### config.mk
export PLATFORM = sky130hd
export DESIGN_NAME = dmem_responder
export DESIGN_NICKNAME = d
export VERILOG_FILES = /design/src/rtl/dmem_responder.sv
export SDC_FILE = /design/constraint.sdc
export NUM_CORES = 2
export LEC_CHECK = 0
export ABC_CLOCK_PERIOD_IN_PS = 3300
export CAP_MARGIN = 10
export CORE_AREA = 3 3 518 520
export CTS_BUF_LIST = sky130_fd_sc_hd__clkbuf_4 sky130_fd_sc_hd__clkbuf_8
export DETAILED_ROUTE_END_ITERATION = 6
export DIE_AREA = 0 0 521 523
export PLACE_DENSITY = 0.65
export SETUP_SLACK_MARGIN = 0.15
export SLEW_MARGIN = 20
export SYNTH_ARGS = -nofsm -noshare
export SYNTH_HDL_FRONTEND = slang
export SYNTH_SLANG_ARGS = --single-unit
### constraint.sdc
create_clock -name clk -period 3.3 [get_ports clk]
set_input_delay 0.66 -clock clk [delete_from_list [all_inputs] [get_ports clk]]
set_output_delay 0.66 -clock clk [all_outputs]
set_load 0.02 [all_outputs]
### src/rtl/dmem_responder.sv
// Data-memory responder for the CPU core's data port.
// Addresses whose top two bits are not 2'b11 hit an internal single-port RAM
// (registered read, read-first, no wait states). Addresses in the top quarter
// are forwarded to a slow peripheral bus over a req/ack handshake. The core
// is stalled until the peripheral acknowledges or the request times out.
//
// Ports:
//   clk, reset            clock and synchronous active-high reset
//   daddr, dwrite, dD,    core data-port request (address, write strobe,
//   mem_read              write data, read strobe)
//   dQ                    registered read data back to the core
//   wait_state            combinational stall to the core
//   io_req, io_we,        registered peripheral request, write enable,
//   io_addr, io_wdata     word address and write data
//   io_rdata, io_ack      peripheral read data and completion
//   io_err                one-cycle pulse when a request times out
module dmem_responder #(
  parameter int unsigned width       = 16,
  parameter int unsigned daddr_width = 8,
  parameter int unsigned io_timeout  = 15
) (
  input  logic                   clk,
  input  logic                   reset,
  input  logic [daddr_width-1:0] daddr,
  input  logic                   dwrite,
  input  logic [width-1:0]       dD,
  input  logic                   mem_read,
  output logic [width-1:0]       dQ,
  output logic                   wait_state,
  output logic                   io_req,
  output logic                   io_we,
  output logic [daddr_width-3:0] io_addr,
  output logic [width-1:0]       io_wdata,
  input  logic [width-1:0]       io_rdata,
  input  logic                   io_ack,
  output logic                   io_err
);

  localparam int unsigned RAM_DEPTH = 3 * (2 ** (daddr_width - 2));
  localparam int unsigned CW        = $clog2(io_timeout + 1);
  // Counter holds (IO_REQ cycles elapsed - 1); the last allowed cycle is
  // therefore reached when it equals io_timeout-1.
  localparam logic [CW-1:0] CNT_LAST = CW'(io_timeout - 1);

  typedef enum logic [1:0] {
    IDLE    = 2'd0,
    IO_REQ  = 2'd1,
    IO_DONE = 2'd2
  } state_t;

  state_t                 r_state;
  state_t                 w_next;
  logic [width-1:0]       r_ram [0:RAM_DEPTH-1];
  logic [width-1:0]       r_dq;
  logic                   r_req;
  logic                   r_we;
  logic [daddr_width-3:0] r_addr;
  logic [width-1:0]       r_wdata;
  logic                   r_err;
  logic [CW-1:0]          r_cnt;

  logic w_io_sel;
  logic w_access;
  logic w_wait;
  logic w_start;
  logic w_ack;
  logic w_tmo;
  logic w_ram_wr;
  logic w_ram_rd;

  assign w_io_sel = (daddr[daddr_width-1:daddr_width-2] == 2'b11);
  assign w_access = dwrite | mem_read;
  assign w_ram_wr = dwrite & ~w_io_sel;
  assign w_ram_rd = mem_read & ~w_io_sel;

  always_ff @(posedge clk) begin
    if (reset) r_state <= IDLE;
    else       r_state <= w_next;
  end

  always_comb begin
    w_next  = r_state;
    w_wait  = 1'b0;
    w_start = 1'b0;
    w_ack   = 1'b0;
    w_tmo   = 1'b0;
    case (r_state)
      IDLE: begin
        if (w_io_sel && w_access) begin
          w_wait  = 1'b1;
          w_start = 1'b1;
          w_next  = IO_REQ;
        end
      end
      IO_REQ: begin
        w_wait = 1'b1;
        // Ack takes priority over a timeout landing in the same cycle.
        if (io_ack) begin
          w_ack  = 1'b1;
          w_next = IO_DONE;
        end else if (r_cnt == CNT_LAST) begin
          w_tmo  = 1'b1;
          w_next = IO_DONE;
        end
      end
      IO_DONE: w_next = IDLE;
      default: w_next = IDLE;
    endcase
    if (reset) begin
      w_wait  = 1'b0;
      w_start = 1'b0;
      w_ack   = 1'b0;
      w_tmo   = 1'b0;
    end
  end

  // RAM array carries no reset; contents survive reset.
  always_ff @(posedge clk) begin
    if (w_ram_wr) r_ram[daddr] <= dD;
  end

  always_ff @(posedge clk) begin
    if (reset) begin
      r_dq    <= '0;
      r_req   <= 1'b0;
      r_we    <= 1'b0;
      r_addr  <= '0;
      r_wdata <= '0;
      r_err   <= 1'b0;
      r_cnt   <= '0;
    end else begin
      r_err <= w_tmo;
      if (w_start) begin
        r_req   <= 1'b1;
        r_we    <= dwrite;
        r_addr  <= daddr[daddr_width-3:0];
        r_wdata <= dD;
        r_cnt   <= '0;
      end else if (r_state == IO_REQ) begin
        r_cnt <= r_cnt + CW'(1);
      end
      if (w_ack || w_tmo) r_req <= 1'b0;

      if (w_ack && !r_we)      r_dq <= io_rdata;
      else if (w_tmo && !r_we) r_dq <= '1;
      else if (w_ram_rd)       r_dq <= r_ram[daddr];
    end
  end

  assign dQ         = r_dq;
  assign wait_state = w_wait;
  assign io_req     = r_req;
  assign io_we      = r_we;
  assign io_addr    = r_addr;
  assign io_wdata   = r_wdata;
  assign io_err     = r_err;

endmodule

* Yosys cells after proc, flatten, opt, wreduce, memory -nomap -nowiden
Memories as Yosys holds them, arrays and structs flattened.
Cells that the tools add are included.
Widths: inputs -> output; s select.
** Word-level totals
- Register bits after elaboration :: 47
- Latch bits :: 0
- Bits in writable memories :: 3072
- Memory bits (read-only) :: 0
- Input port bits :: 45
- Output and inout bits :: 42
- Logic and storage cells :: 50
- Memories :: 1
** Memories
- r_ram :: depth 192, width 16, rd ports 1, clocked after Yosys merged registers in 0, write ports 1, line 53 : logic [width-1:0] r_ram [0:RAM_DEPTH-1];
** Operators by class
- Add/sub/neg operators :: 1
- Multipliers :: 0
- Divide/modulo/power cells :: 0
- Magnitude comparators :: 0
- Equal/unequal tests :: 5
- Shifts and indexed selects :: 0
- Multiplexer cells :: 21
- Bitwise logic cells :: 4
- Reduce and logical (&&, ||, !) cells :: 10
** Operators by type and width (count)
- $mux 16 :: 3
- $mux 1 :: 13
- $mux 2 :: 3
- $add 4x1->4 const B :: 1
- $eq 4x4->1 const B :: 1
- $pmux 2 s2 :: 1
- $reduce_or 2->1 :: 2
- $logic_and 1x1->1 :: 3
- $ne 3x3->1 const B :: 1
- $reduce_bool 3->1 :: 1
- $and 1x1->1 :: 2
- $eq 2x1->1 const B :: 1
- $eq 2x2->1 const B :: 1
- $logic_not 2->1 :: 1
- $ne 2x2->1 const B :: 1
- $pmux 1 s2 :: 1
- $reduce_and 2->1 :: 1
- $logic_not 1->1 :: 1
- $logic_or 1x1->1 :: 1
- $not 1->1 :: 1
- $or 1x1->1 :: 1

* Depth between registers and ports, before layout
- Depth after elaboration :: 8
- Depth in mapped cells :: 12
- Mapped depth without buffers :: 8

* Least setup slack after synthesis
No wires, ideal clock.
- Path type :: input port to flip-flop
- Start :: input port daddr[0]
- End :: memory r_ram[179][0] (enable)
- Library setup time :: 409 ps
- Arrival time :: 3011 ps
- Required time :: 2891 ps
- Path slack :: -120 ps
- Cell stages on the path :: 8
- Path buffers :: 6
- Cells stage by stage :: buf_6 > buf_6 > buf_6 > buf_4 > buf_4 > buf_2 > nand2_1 > nor3_1
** RTL lines
- start, declared :: line 24 : input logic [daddr_width-1:0] daddr,
- end, declared :: line 53
No word-level cell before the write port.

* Worst setup path in the final report
- Start :: register r_dq[2] (netlist: dQ[2])
- End :: output port dQ[2]
** RTL lines
- start, declared :: line 54 : logic [width-1:0] r_dq;
- start signal, assigned :: line 144 : if (w_ack && !r_we) r_dq <= io_rdata;
- start signal, assigned :: line 146 : else if (w_ram_rd) r_dq <= r_ram[daddr];
- end, declared :: line 28 : output logic [width-1:0] dQ,
No word-level cell between the ends.

==> impl_metrics.tcl <==
set metrics [dict create \
    worst_ep_arrival_time_ns 2.43 \
    i_o_pin_count 87 \
    post-place-ws_ns -0.726 \
    gp_routability_congestion 0.867 \
    num-nets-final 6490 \
    synth-warning-count 0 \
    synth_area_leaders "edfxtp_1 78%, mux4_2 14%, mux2i_1 1.5%" \
    post_synthesis_register_bit_count 3119 \
    floorplan.die.height_um 523 \
    slowest_stage_cell_on_the_critical_path "clkdlybuf4s50_1" \
    antenna_violations_before_repair 13 \
    number_of_enable_flip_flop_cells_after_synthesis 3072 \
    dieArea_sq_um 272000 \
    cpLargestDelayFamily "buffers and inverters" \
    post-synth-top-count-cell "edfxtp_1" \
    cts-htree-levels 5 \
    grt_overflow_total 0 \
    placed_area_sq_um 133000 \
    start_util 0.449 \
    vias_per_cell 5.90 \
    cts.sink_count 3119 \
    drive_above_1_share 0.347 \
    synthDominantAreaCellType "edfxtp_1" \
    root_buffer "clkbuf_8" \
    netlist_instances 5338 \
    setup.worst_path.end_class "output pin" \
    timing.critical_path.buf_inv 1 \
    final_antenna_net_count 0 \
    r2r.worst_path.cells 11 \
    crit_path_max_incr_delay_ns 0.70 \
    critical_path.startpoint "dQ[2]" \
    clkLatencyLatePin_ns 1.14 \
    leakagePower_nw 45.7 \
    critPathKind "register to output pin" \
    timing_worst_slew_pin_value_ns 1.18 \
    period_share 0.935 \
    wl_per_cell_um 30.4 \
    detail_route.first_pass.iterations 6 \
    post_synth_num_cell_types 48 \
    final_area_sq_um 142000 \
    floorplan.core_area_sq_um 265000 \
    cts_inserted_buffers 494 \
    clock.fmax_ghz 0.324 \
    layout_min_cycle_time_ns 3.09 \
    buffer_ports.inserted 86 \
    critical_path_depth 1 \
    hp-class "input pin to register" \
    areaGrowthSynthToFinish_pct 19.7 \
    cellPowerDensity_nw_per_um2 563 \
    r2r-start "r_cnt[0]" \
    relSlewSlack 0.207 \
    cts_tree "built" \
    synth-seq-area-share 0.785 \
    groute.usage.overall 0.230 \
    setup_skew_ns 0.134 \
    net_count_after_synthesis 5385 \
    timing.final.ws_setup_ns 0.214 \
    post_synth.cell_area_avg_sq_um 22.2 \
    critical_path.endpoint "dQ[2]" \
    rsz0062_at_grt "no" \
    drc_violations_left 0 \
    first_global_vias 61900 \
    maxCapViolations 0 \
    mappedNetlistArea_sq_um 119000 \
    via_count 61200 \
    setup.worst_path.start_class "register" \
    hold_path_depth 1 \
    post-dp-hpwl_um 200000 \
    synthTopCellsByCount "3,072 x edfxtp_1, 722 x mux4_2, 219 x a22oi_1, 217 x nor2_1, 178 x mux2i_1" \
    clk_pin_slew_ns 0.06 \
    clock_tree.buffer_depth 4 \
    grt_max_degree 118 \
    placement_rows 189 \
    cp_max_fo 2 \
    critical_path.cell_chain "clkdlybuf4s50_1" \
    async_sr_flop_fraction 0 \
    ir_drop_mv 0.467 \
    finalSetupTns_ns 0 \
    worstPathRequired_ns 2.64 \
    grt_pass1_wl_um 453000 \
    run_status "completed" \
    final-max-slew-violation-count 0 \
    synth_largest_type_area_fraction 0.777 \
    regToRegSetupSlack_ns 0.30 \
    die_width_um 521 \
    synthFlopType "edfxtp_1" \
    timing.final.setup_violations 0 \
    fillCellCount 19900 \
    regToRegEndpoint "dQ[1]" \
    drt-total-wl_um 315000 \
    drt_iter0_markers 7795 \
    finalHoldViolations 0 \
]
[report_power, final]
group / switching, W / total (W) / internal (W)
Clock: 0.0146 / 0.0318 / 0.0172
Combinational: 0.00271 / 0.00456 / 0.00185
Sequential: 0.0000839 / 0.0437 / 0.0436
[worst min-delay path by stage]
| stage | slack [ns] | to | start |
|---|---|---|---|
| after detailed placement | 0.46 | io_wdata[9] | io_wdata[9] |
| after global placement | 0.46 | io_wdata[14] | io_wdata[14] |
| after global routing | 0.07 | r_ram[141][12] | dD[12] |
| after floorplan | 0.45 | io_err | r_cnt[3] |
| after CTS | 0.02 | r_ram[164][12] | dD[12] |
| final | 0.12 | r_ram[140][12] | dD[12] |
[timing repair]
item | in CTS | in global routing
gates resized for setup | 4 | 1
endpoints found under the setup margin | 1 | 1
hold endpoints to repair | 188 | 4
pin swaps | 0 | 1
buffers inserted | 0 | 1
hold buffers | 9 | 1
[logic make-up after synthesis]
kind of cell             after synthesis  share of synthesized area
AO/OA/AOI/OAI                        564                     0.0331
XOR/XNOR                               3                   0.000221
adder cells (fa/ha/maj)                2                   0.000211
buffers and inverters                320                     0.0134
flip-flops                          3119                      0.785
multiplexers                         903                      0.152
AND/OR/NAND/NOR                      427                     0.0161
[sequential cells by signal, indices dropped and copies added (netlist names), 2 cells and up]
register / flops
r_state: 2
io_wdata: 16
dQ: 16
r_cnt: 4
r_ram: 3072
io_addr: 6
[layout make-up]
cell class	instances	area (sq um)	share of cell area
inverter	5	18.8	0.000132
sequential	3119	93200	0.655
tap	3533	4420	0.0311
clock buffer	681	8260	0.0581
antenna	10	25.0	0.000176
timing repair buffer	924	10900	0.0768
multi-input combinational	1899	24100	0.170
clock inverter	190	1230	0.00867
[stage by stage]
stage                     total power [W]  instances  hold slack (ns)  utilization
after floorplan                    0.0465       5338            0.451            -
after global placement             0.0490       9467            0.456        0.501
after detailed placement           0.0491       9468            0.455        0.501
after CTS                          0.0806      10300           0.0167        0.537
after global routing               0.0826      10400           0.0660        0.537
final                              0.0800      10400            0.119        0.537
[cell usage in the layout (no fill, tap or decap), drive strengths merged, types with 63 or more instances in the layout]
| cell | instances |
|---|---|
| edfxtp | 3072 |
| buf | 845 |
| mux4 | 722 |
| clkbuf | 686 |
| a22oi | 219 |
| nor2 | 217 |
| mux2i | 178 |
| clkinv | 164 |
| a21oi | 96 |
| clkdlybuf4s50 | 63 |
[routing by layer]
layer,GRT usage,wire [um]
met1,0.324,124000
met2,0.366,152000
met3,0.0478,29700
met4,0.0675,8810
met5,0,7
No activity file was read; power rests on OpenSTA's default activity.
